[config.mk]
export PLATFORM = sky130hd
export DESIGN_NAME = pci_addr_gen
export DESIGN_NICKNAME = d
export VERILOG_FILES = /design/src/rtl/pci_pkg.sv /design/src/rtl/pci_addr_step.sv /design/src/rtl/pci_addr_gen.sv
export SDC_FILE = /design/constraint.sdc
export NUM_CORES = 1
export LEC_CHECK = 0
export CORE_MARGIN = 4
export CORE_UTILIZATION = 37
export CTS_BUF_LIST = sky130_fd_sc_hd__clkbuf_8
export CTS_CLUSTER_DIAMETER = 60
export DETAILED_ROUTE_END_ITERATION = 8
export GPL_ROUTABILITY_DRIVEN = 0
export PLACE_DENSITY = 0.65
export SETUP_SLACK_MARGIN = 0.5
export SYNTH_ARGS = -nofsm -noshare
export SYNTH_HDL_FRONTEND = slang
export SYNTH_HIERARCHICAL = 1
export SYNTH_SLANG_ARGS = --single-unit
[constraint.sdc]
create_clock -name clk -period 5.01 [get_ports clk]
set_input_delay 1.002 -clock clk [delete_from_list [all_inputs] [get_ports clk]]
set_output_delay 1.002 -clock clk [all_outputs]
set_load 0.01 [all_outputs]
[src/rtl/pci_pkg.sv]
// Shared PCI target definitions: bus command codes, burst mode codes and
// the burst address generator state encoding.
package pci_pkg;

    localparam logic [3:0] READ_CMD      = 4'b0110;
    localparam logic [3:0] WRITE_CMD     = 4'b0111;
    localparam logic [3:0] READ_MUL_CMD  = 4'b1100;
    localparam logic [3:0] READ_LINE_CMD = 4'b1110;

    localparam logic [1:0] INCREMENT = 2'b00;
    localparam logic [1:0] RESERVED1 = 2'b01;
    localparam logic [1:0] WRAP      = 2'b10;
    localparam logic [1:0] RESERVED2 = 2'b11;

    typedef enum logic [1:0] {
        AG_IDLE,
        AG_LOAD,
        AG_ACTIVE,
        AG_DISCONNECT
    } addr_gen_state_t;

endpackage

[src/rtl/pci_addr_step.sv]
// Next dword pointer for one burst advance, plus a flag for advances that end the burst.
// Cache-line wrap is only built when PCI_ADDR_GEN_WRAP_EN is defined.
module pci_addr_step
    import pci_pkg::*;
#(
    parameter int unsigned ADDR_W     = 6,
    parameter int unsigned LINE_WORDS = 4
) (
    input  logic [ADDR_W-1:0] ptr,
    input  logic [1:0]        mode,
    output logic [ADDR_W-1:0] next_ptr,
    output logic              leave
);

`ifdef PCI_ADDR_GEN_WRAP_EN
    localparam logic [ADDR_W-1:0] LINE_MASK = ADDR_W'(LINE_WORDS - 1);
`else
    localparam logic [ADDR_W-1:0] unused_line_mask = ADDR_W'(LINE_WORDS - 1);
`endif

    always_comb begin
        next_ptr = ptr;
        leave    = 1'b0;
        case (mode)
            INCREMENT: begin
                next_ptr = ptr + ADDR_W'(1);
                leave    = &ptr;
            end
`ifdef PCI_ADDR_GEN_WRAP_EN
            // Low line bits roll over, upper bits stay put: never leaves the window.
            WRAP: next_ptr = (ptr & ~LINE_MASK) | ((ptr + ADDR_W'(1)) & LINE_MASK);
`endif
            default: leave = 1'b1;
        endcase
    end

endmodule

[src/rtl/pci_addr_gen.sv]
// PCI target burst address generator: dword index per data phase plus the Done
// continue/disconnect flag. Optional cache-line wrap via PCI_ADDR_GEN_WRAP_EN.
module pci_addr_gen
    import pci_pkg::*;
#(
    parameter int unsigned ADDR_W     = 6,
    parameter logic [31:0] BASE_ADDR  = 32'h0000_1000,
    parameter int unsigned LINE_WORDS = 4
) (
    input  logic              clk,
    input  logic              rst,
    input  logic [31:0]       ADDRESS_FF,
    input  logic [1:0]        mode,
    input  logic [3:0]        CMD,
    input  logic              rst_gen,
    input  logic              update_add_gen,
    output logic [ADDR_W-1:0] mem_addr,
    output logic              Done,
    output logic [15:0]       beat_cnt
);

    localparam int unsigned LC_W = $clog2(LINE_WORDS) + 1;

    addr_gen_state_t   state, state_nxt;
    logic [ADDR_W-1:0] ptr, ptr_nxt;
    logic [LC_W-1:0]   line_cnt, line_nxt;
    logic [15:0]       beat_nxt, beat_inc;

    logic [ADDR_W-1:0] start;
    logic              in_win;
    logic [ADDR_W-1:0] step_src, step_ptr;
    logic              step_leave;
    logic              line_last, stop, adv;
    logic [1:0]        unused_byte_lane;

    assign unused_byte_lane = ADDRESS_FF[1:0];
    assign start  = ADDRESS_FF[ADDR_W+1:2];
    assign in_win = (ADDRESS_FF[31:ADDR_W+2] == BASE_ADDR[31:ADDR_W+2]);
    assign adv    = ~update_add_gen;

    // In LOAD the first step is taken from the live start address, not ptr.
    assign step_src = (state == AG_LOAD) ? start : ptr;

    pci_addr_step #(
        .ADDR_W     (ADDR_W),
        .LINE_WORDS (LINE_WORDS)
    ) u_step (
        .ptr      (step_src),
        .mode     (mode),
        .next_ptr (step_ptr),
        .leave    (step_leave)
    );

    assign line_last = (CMD == READ_LINE_CMD) && ((line_cnt + LC_W'(1)) == LC_W'(LINE_WORDS));
    assign stop      = step_leave || line_last;
    assign beat_inc  = (beat_cnt == 16'hFFFF) ? beat_cnt : beat_cnt + 16'd1;

    // Next-state and combinational phase outputs; a disconnecting advance leaves ptr on the last phase.
    always_comb begin
        state_nxt = state;
        ptr_nxt   = ptr;
        line_nxt  = line_cnt;
        beat_nxt  = beat_cnt;
        mem_addr  = ptr;
        Done      = 1'b1;

        case (state)
            AG_IDLE: begin
                if (rst_gen) state_nxt = AG_LOAD;
            end
            AG_LOAD: begin
                mem_addr = start;
                Done     = in_win;
                ptr_nxt  = start;
                if (!in_win) begin
                    state_nxt = AG_DISCONNECT;
                end else if (adv) begin
                    beat_nxt  = beat_inc;
                    line_nxt  = line_cnt + LC_W'(1);
                    if (stop) begin
                        state_nxt = AG_DISCONNECT;
                    end else begin
                        state_nxt = AG_ACTIVE;
                        ptr_nxt   = step_ptr;
                    end
                end else begin
                    state_nxt = AG_ACTIVE;
                end
            end
            AG_ACTIVE: begin
                if (adv) begin
                    beat_nxt = beat_inc;
                    line_nxt = line_cnt + LC_W'(1);
                    if (stop) state_nxt = AG_DISCONNECT;
                    else      ptr_nxt   = step_ptr;
                end
            end
            AG_DISCONNECT: begin
                Done = 1'b0;
            end
            default: begin
                state_nxt = AG_IDLE;
            end
        endcase

        if (!rst_gen) begin
            state_nxt = AG_IDLE;
            beat_nxt  = 16'd0;
            line_nxt  = '0;
        end
    end

    always_ff @(posedge clk or negedge rst) begin
        if (!rst) begin
            state    <= AG_IDLE;
            ptr      <= '0;
            line_cnt <= '0;
            beat_cnt <= 16'd0;
        end else begin
            state    <= state_nxt;
            ptr      <= ptr_nxt;
            line_cnt <= line_nxt;
            beat_cnt <= beat_nxt;
        end
    end

endmodule

* Word level (Yosys, flattened, before mapping) *
Index checks and enable logic that the tools add are counted.
Widths: inputs -> output; s select.

storage, ports and cells
  logic and storage cells = 56
  bits of input ports = 42
  output and inout bits = 23
  memories = 0
  ROM bits = 0
  register bits after elaboration = 27
  RAM bits = 0
  bits in latches = 0

cells by class
  reduce and logical (&&, ||, !) cells = 9
  bitwise operators = 0
  shift-type cells = 0
  magnitude comparators = 0
  add/sub/neg operators = 3
  div/mod/pow operators = 0
  muxes and demuxes = 26
  multipliers = 0
  equal/unequal tests = 14

operator list
  operator               number
  $mux 16                4
  $mux 6                 7
  $pmux 16 s2            1
  $eq 24x5->1 const B    1
  $add 16x1->16 const B  1
  $eq 16x16->1 const B   1
  $pmux 6 s2             1
  $mux 2                 5
  $mux 3                 3
  $ne 3x3->1 const B     3
  $add 6x1->6 const B    1
  $pmux 2 s3             1
  $pmux 3 s2             1
  $reduce_and 3->1       2
  $reduce_and 6->1       1
  $eq 2x2->1 const B     2
  $eq 4x4->1 const B     1
  $logic_not 2->1        2
  $ne 2x2->1 const B     2
  $ne 4x1->1 const B     1
  $add 3x1->3 const B    1
  $eq 3x3->1 const B     1
  $ne 3x1->1 const B     1
  $eq 2x1->1 const B     1
  6 further kinds        7

* Longest topological paths before layout *
Gate-level depths: netlist (run 1).

  word-level depth = 10
  mapped depth = 11
  depth with buffers taken out = 10

* Modules after synthesis *
Netlist (run 1), hierarchy kept.

modules (own cells, without submodules)
  module         sequential area each (um^2)  area each (um^2)  instances  cells an instance
  pci_addr_gen   675.6                        1,803.0           1          183
  pci_addr_step  0.0                          116.4             1          15

* Least setup slack after synthesis (run 1) *
No wires, ideal clock.

  kind = input to output
  from = input ADDRESS_FF[20]
  to = output Done
  path slack = 2.212 ns
  path buffers = 0
  required time = 4.008 ns
  arrival time = 1.796 ns
  cell stages on the path = 4
  cell sequence = nor4_2 -> and4_4 -> nand3_1 -> o21ai_0

on the way
  word-level cells in the longest chain between the ends = 2

ends and longest elaborated chain
  what             RTL line            source
  start, declared  pci_addr_gen.sv:12  input logic [31:0] ADDRESS_FF,
  $eq 24x5->1      pci_addr_gen.sv:38  assign in_win = (ADDRESS_FF[31:ADDR_W+2] == BASE_ADDR[31:ADDR_W+2]);
  $pmux 1 s2       pci_addr_gen.sv:67  case (state)
  end, declared    pci_addr_gen.sv:18  output logic Done,

No other way between the ends.

* Final worst setup path (run 1) *
  from = input ADDRESS_FF[21]
  to = output Done

Same word-level chain as after synthesis.

==> results.py, run 1 <==
metrics = {
    "logic_synthesis": {
        "syn_area_um2": 1919,
        "ys_async_sr_fraction_pct": 100.0,
        "synth_top_family_by_area": "simple AND/OR/NAND/NOR gates",
        "post-synth-top-count-cell": "dfrtp_1",
        "yosysTopAreaCell": "dfrtp_1",
        "syn_area_per_cell_um2": 9.694,
        "synth_simple_gate_area_share_pct": 29.79,
        "synth_cell_types": 49,
        "yosys_register_bits": 27,
        "synth_mux_area_share_pct": 6.193,
        "yosysTopAreaCellShare_pct": 35.20,
        "yosys.area_share.xor_xnor_pct": 2.738,
        "synthesis.nets": 248,
        "synth_ff_type": "dfrtp_1",
        "synth_common_cells": "27 x dfrtp_1, 15 x a21oi_1, 14 x nand2_1",
        "synth_edf_count": 0,
        "seq_area_frac_synth_pct": 35.20,
        "synth_compound_area_share_pct": 17.67,
        "synth_area_leaders": "dfrtp_1 35%, ha_1 5.2%, mux2_2 4.1%, a21oi_1 3.9%, nand4_1 3.6%",
        "synthAdderAreaFrac_pct": 5.215,
        "netlist_instances": 198,
        "yosys_warnings": 6,
    },
    "worst_setup_path": {
        "end_kind": "output pin",
        "critPathArrivalTime_ns": 2.85,
        "max_stage_delay_ns": 0.58,
        "slowest_stage": "clkdlybuf4s50_1",
        "path_common_cell": "clkdlybuf4s50_1",
        "timing.critical_path.from": "ADDRESS_FF[21]",
        "cp.depth": 6,
        "path_max_fanout": 4,
        "reg2reg_setup_slack_ns": 2.16,
        "required_ns": 4.01,
        "crit_buf_inv": 2,
        "crit-reg2reg-launch": "state[1]",
        "critical_path.top_delay_family": "buffers and inverters",
        "start_kind": "input pin",
        "worstSetupPathType": "input pin to output pin",
        "crit_chain": "clkdlybuf4s50_1 -> nor4_2 -> and4_4 -> nand3_1 -> o21ai_0 -> clkdlybuf4s50_1",
        "r2r_cells": 9,
    },
    "sta": {
        "fin_crit_sh_pct": 76.80,
        "tns_ns": 0,
        "fin_ws_ns": 1.162,
        "finalSetupViolations": 0,
        "period_minus_slack_ns": 3.848,
        "final_max_slew_viol_count": 0,
        "hold_violations": 0,
        "relSlewSlack_pct": 36.34,
        "fmax_ghz": 0.2599,
        "rsz0062_at_grt": "false",
        "finalClockSkew_ns": 0.01557,
        "worst_pin_slew_ns": 0.9548,
    },
    "floorplan": {
        "die_area_um2": 6404,
        "pin_count": 65,
        "die_w_um": 80.03,
        "core.rowCount": 25,
        "core_um2": 4880,
        "die_h_um": 80.03,
        "initial_core_util_pct": 39.33,
    },
    "cells_and_area": {
        "drive_above_1_share_pct": 11.97,
        "area_growth_pct": 38.59,
        "fill_cells": 461,
        "stdcell_area_um2": 2660,
        "n_antenna_cell": 0,
        "utilization_pct": 54.51,
        "nets": 310,
    },
    "job": {
        "maxCapViolCount": 0,
    },
    "drt": {
        "routed_wl_um": 4856,
        "drcViolationCount": 0,
        "viasPerCell": 5.531,
        "via_count": 1803,
        "postRouteAntennaNets": 0,
        "wl_per_cell_um": 14.90,
        "drtIter0Drc": 74,
        "first_pass_iters": 4,
    },
    "grt": {
        "grt_max_degree": 28,
        "grt_pass1_wl_um": 8052,
        "grt-ovfl-total": 0,
        "grt_usage_pct": 15.42,
        "antenna_found_initial": 0,
        "grt_pass1_vias": 1719,
    },
    "clock_tree": {
        "cts_hold_buf": 0,
        "cts_sinks": 27,
        "cts.clk_slew.worst_paths_ns": 0.11,
        "cts-root-buf": "clkbuf_8",
        "cts_max_level": 1,
        "cts_buffers": 3,
        "clock_latency_ns": 0.29,
        "cts_tree": "built",
        "cts_buffer_depth": 2,
        "cts_resized": 0,
        "postCtsSetupBuffers": 0,
    },
    "placed_design": {
        "place_area_um2": 2610,
        "port_buffers": 62,
        "dpl.hpwl_um": 3689,
        "pre_cts_ws_ns": 1.166,
    },
    "run_status": {
        "status": "finished clean",
    },
    "worst_hold_path": {
        "hp-start": "line_cnt[2]",
        "hp-class": "flop to flop",
        "hold_depth": 1,
    },
    "pwr": {
        "power_leakage_nw": 0.9733,
        "power_density_nw_per_um2": 315.2,
        "irDropWorstVdd_mv": 0.1513,
        "design_power_total_mw": 0.8386,
    },
}
-- metal layers --
layer	track usage (%)	share of wire (%)	up-vias
met5	0	0	-
met4	2.872	0.60	0
met3	3.273	5.6	4
met2	24.92	47	50
met1	21.26	47	851
li1	-	-	898
-- cells by family after synthesis --
kind of cell | count (synthesis)
xor gates and xnor gates | 6
buffers and inverters | 14
adders and majority gates | 8
DFF | 27
and+or+nand+nor | 84
AOI/OAI and AO/OA | 48
muxes | 11
-- power breakdown --
part	switching, mW	leakage [nW]	internal, mW
Clock	0.0786	0.0261	0.0586
Sequential	0.0218	0.357	0.252
Combinational	0.199	0.590	0.229
Total	0.300	0.973	0.539
-- through the flow --
| stage | hold WS [ns] | std cells |
|---|---|---|
| floorplan | 0.4934 | 198 |
| global route | 0.5749 | 326 |
| detailed placement | 0.5168 | 322 |
| CTS | 0.5427 | 326 |
| finish | 0.5380 | 326 |
| global placement | 0.5070 | 322 |
-- placed cells by master, fill, tap and decap left out, types with 2 or more instances in the layout --
cell              n
or4_1             7
o31ai_1           8
xnor2_1           5
nand2b_1          7
o221a_2           6
nand2_1          14
and4_1            2
nand4b_1          2
clkbuf_8          3
nand4bb_1         3
a21oi_1          15
inv_1             6
ha_1              8
nor4_2            5
nand3_1          10
nor3_1            3
and3_1            2
o41ai_1           4
nand4_1          11
clkdlybuf4s50_1  62
dfrtp_1          27
mux2_2            7
mux2i_1           4
o21ai_1           3
and4b_1           2
nor2_1            6
and2_1            2
buf_4             2
o21ai_0           4
-- sequential cells by signal, indices dropped and copies added (netlist names) --
register,flops
beat_cnt,16
line_cnt,3
state,2
ptr,6
-- worst paths after layout --
path	to
hold / removal	line_cnt[2]
max in group asynchronous	ptr[0]
hold reg to reg	line_cnt[2]
setup reg to reg	ptr[3]
setup / recovery	Done
min in group asynchronous	beat_cnt[0]
-- area by class of cell --
class / count / area (um2) / share of cell area, %
Clock inverter: 1 / 8.758 / 0.3293
Clock buffer: 3 / 41.29 / 1.552
Sequential cell: 27 / 675.6 / 25.40
Tap cell: 67 / 83.83 / 3.151
Multi-Input combinational cell: 157 / 1189 / 44.68
Timing Repair Buffer: 64 / 635.6 / 23.89
Inverter: 7 / 26.28 / 0.9878
No activity file was read; power rests on OpenSTA's default activity.
==> run 2: changes to the inputs <==
==> constraint.sdc (replaced) <==
create_clock -name clk -period 3.65 [get_ports clk]
set_input_delay 0.73 -clock clk [delete_from_list [all_inputs] [get_ports clk]]
set_output_delay 0.73 -clock clk [all_outputs]
set_load 0.01 [all_outputs]
==> results.py, run 2 (synthesis gave the netlist of run 1 again) <==
metrics = {
    "run_status": {
        "status": "finished clean",
    },
    "sta": {
        "hold_violations": 0,
        "relSlewSlack_pct": 35.31,
        "final_max_slew_viol_count": 0,
        "fmax_ghz": 0.3339,
        "hold_ws_ns": 0.5411,
        "fin_crit_sh_pct": 82.05,
        "rsz0062_at_grt": "false",
        "finalSetupViolations": 0,
        "period_minus_slack_ns": 2.995,
        "finalClockSkew_ns": 0.006487,
        "tns_ns": 0,
        "worst_pin_slew_ns": 0.9704,
    },
    "clock_tree": {
        "cts_buffer_depth": 2,
        "cts_tree": "built",
        "clock_latency_ns": 0.28,
        "cts-root-buf": "clkbuf_8",
        "cts_sinks": 27,
        "cts_buffers": 3,
        "cts_max_level": 1,
        "cts.clk_slew.worst_paths_ns": 0.10,
    },
    "drt": {
        "first_pass_iters": 4,
        "via_count": 1797,
        "viasPerCell": 5.479,
        "drcViolationCount": 0,
        "drtIter0Drc": 85,
        "postRouteAntennaNets": 0,
        "routed_wl_um": 4794,
        "wl_per_cell_um": 14.62,
    },
    "worst_setup_path": {
        "max_stage_delay_ns": 0.42,
        "end_kind": "output pin",
        "required_ns": 2.92,
        "crit_buf_inv": 2,
        "start_kind": "input pin",
        "critPathArrivalTime_ns": 2.26,
        "cp.depth": 6,
        "slowest_stage": "clkdlybuf4s50_1",
        "r2r_cells": 9,
        "crit_chain": "clkdlybuf4s50_1 -> nor4_2 -> and4_4 -> nand3_1 -> o21ai_0 -> dlygate4sd2_1",
        "path_max_fanout": 4,
        "critical_path.top_delay_family": "buffers and inverters",
        "worstSetupPathType": "input pin to output pin",
    },
    "pwr": {
        "p_switching_mw": 0.4019,
        "combPwrFrac_pct": 51.1,
        "intPower_mw": 0.7358,
        "irDropWorstVdd_mv": 0.2041,
        "power_leakage_nw": 0.9836,
        "seq_power_share_pct": 32.9,
        "power_density_nw_per_um2": 425.5,
        "switching_share_pct": 35.33,
        "p_clk_share_pct": 16.1,
    },
    "worst_hold_path": {
        "hp-class": "flop to flop",
        "hold_depth": 1,
    },
    "floorplan": {
        "die_w_um": 80.03,
        "die_area_um2": 6404,
        "pin_count": 65,
        "core_um2": 4880,
        "initial_core_util_pct": 39.33,
        "die_h_um": 80.03,
        "core.rowCount": 25,
    },
    "cells_and_area": {
        "final_cell_mix": "61 x clkdlybuf4s50_1, 27 x dfrtp_1, 15 x a21oi_1",
        "n_antenna_cell": 0,
        "largest_register_ffs": 16,
        "layout_commonest_cell": "clkdlybuf4s50_1",
        "area_growth_pct": 39.31,
        "layout.cells.non_filler": 328,
        "top_regs": "beat_cnt (16), ptr (6), line_cnt (3)",
        "drive_above_1_share_pct": 12.64,
        "top_register": "beat_cnt",
        "nets": 312,
        "stdcell_area_um2": 2674,
    },
    "placed_design": {
        "place_inst": 324,
        "dpl.hpwl_um": 3714,
        "port_buffers": 62,
        "place_area_um2": 2625,
    },
    "grt": {
        "grt_pass1_wl_um": 8280,
        "grt-ovfl-total": 0,
        "grt_usage_pct": 15.81,
        "grt_pass1_vias": 1768,
        "antenna_found_initial": 0,
        "grt_max_degree": 28,
    },
    "job": {
        "maxCapViolCount": 0,
    },
}
-- run 2: changes by cell type in the layout (fill, tap and decap cells not counted) --
cell	change
dlygate4sd2_1	+1
clkdlybuf4s50_1	-1
buf_4	+2
-- run 2: power groups by stage --
| stage | Combinational (mW) | Sequential [mW] | Clock (mW) |
|---|---|---|---|
| final | 0.581 | 0.374 | 0.183 |
| after global routing | 0.648 | 0.380 | 0.205 |
| after CTS | 0.587 | 0.374 | 0.194 |
| after detailed placement | 0.590 | 0.379 | 0 |
| after global placement | 0.590 | 0.379 | 0 |
| after floorplan | 0.379 | 0.371 | 0 |
-- run 2: final cells by class --
| type | count | area, um2 |
|---|---|---|
| fill | 460 | 2206 |
| multi-input combinational | 157 | 1189 |
| sequential | 27 | 675.6 |
| timing repair buffer | 66 | 649.4 |
| tap | 67 | 83.83 |
| clock buffer | 3 | 41.29 |
| inverter | 7 | 26.28 |
| clock inverter | 1 | 8.758 |
-- run 2: per-stage QoR --
step / worst slack, ns / util, % / power (mW)
2_1_floorplan: 1.055 / - / 0.7506
3_3_place_gp: 0.3462 / 53.79 / 0.9687
3_5_place_dp: 0.3593 / 53.79 / 0.9687
4_1_cts: 0.6301 / 54.79 / 1.155
5_1_grt: 0.5337 / 54.79 / 1.234
6_report: 0.6553 / 54.79 / 1.138
-- run 2: worst paths after layout --
check                                    to  slack, ns            from
worst max-delay path                   Done       0.66  ADDRESS_FF[20]
worst max register to register       ptr[5]       0.78        state[1]
worst min register to register  line_cnt[2]       0.54     line_cnt[2]
max in group asynchronous            ptr[0]       2.56             rst
min in group asynchronous       beat_cnt[3]       0.81             rst
worst min-delay path            line_cnt[2]       0.54     line_cnt[2]
-- run 2: timing repair --
| action | 4_1_cts | 5_1_grt |
|---|---|---|
| hold endpoints to repair | 0 | 0 |
| hold buffers | 0 | 0 |
| setup buffers | 0 | 0 |
| resized for setup | 1 | 0 |
| setup endpoints to repair | 1 | 0 |
-- run 2: worst reg2reg max path: cells and delay by family (launching register included) --
kind / cells / cell delay, ns
multiplexers: 1 / 0.45
adder cells (fa/ha/maj): 2 / 0.72
flip-flops: 1 / 0.42
AND/OR/NAND/NOR: 3 / 0.42
buffers and inverters: 1 / 0.09
AO/OA/AOI/OAI: 2 / 0.65
-- run 2: metal layers --
layer,GRT usage [%],routed length [um]
met1,22.12,2281
met4,3.041,27
met3,3.160,205
met5,0,0
met2,25.25,2278
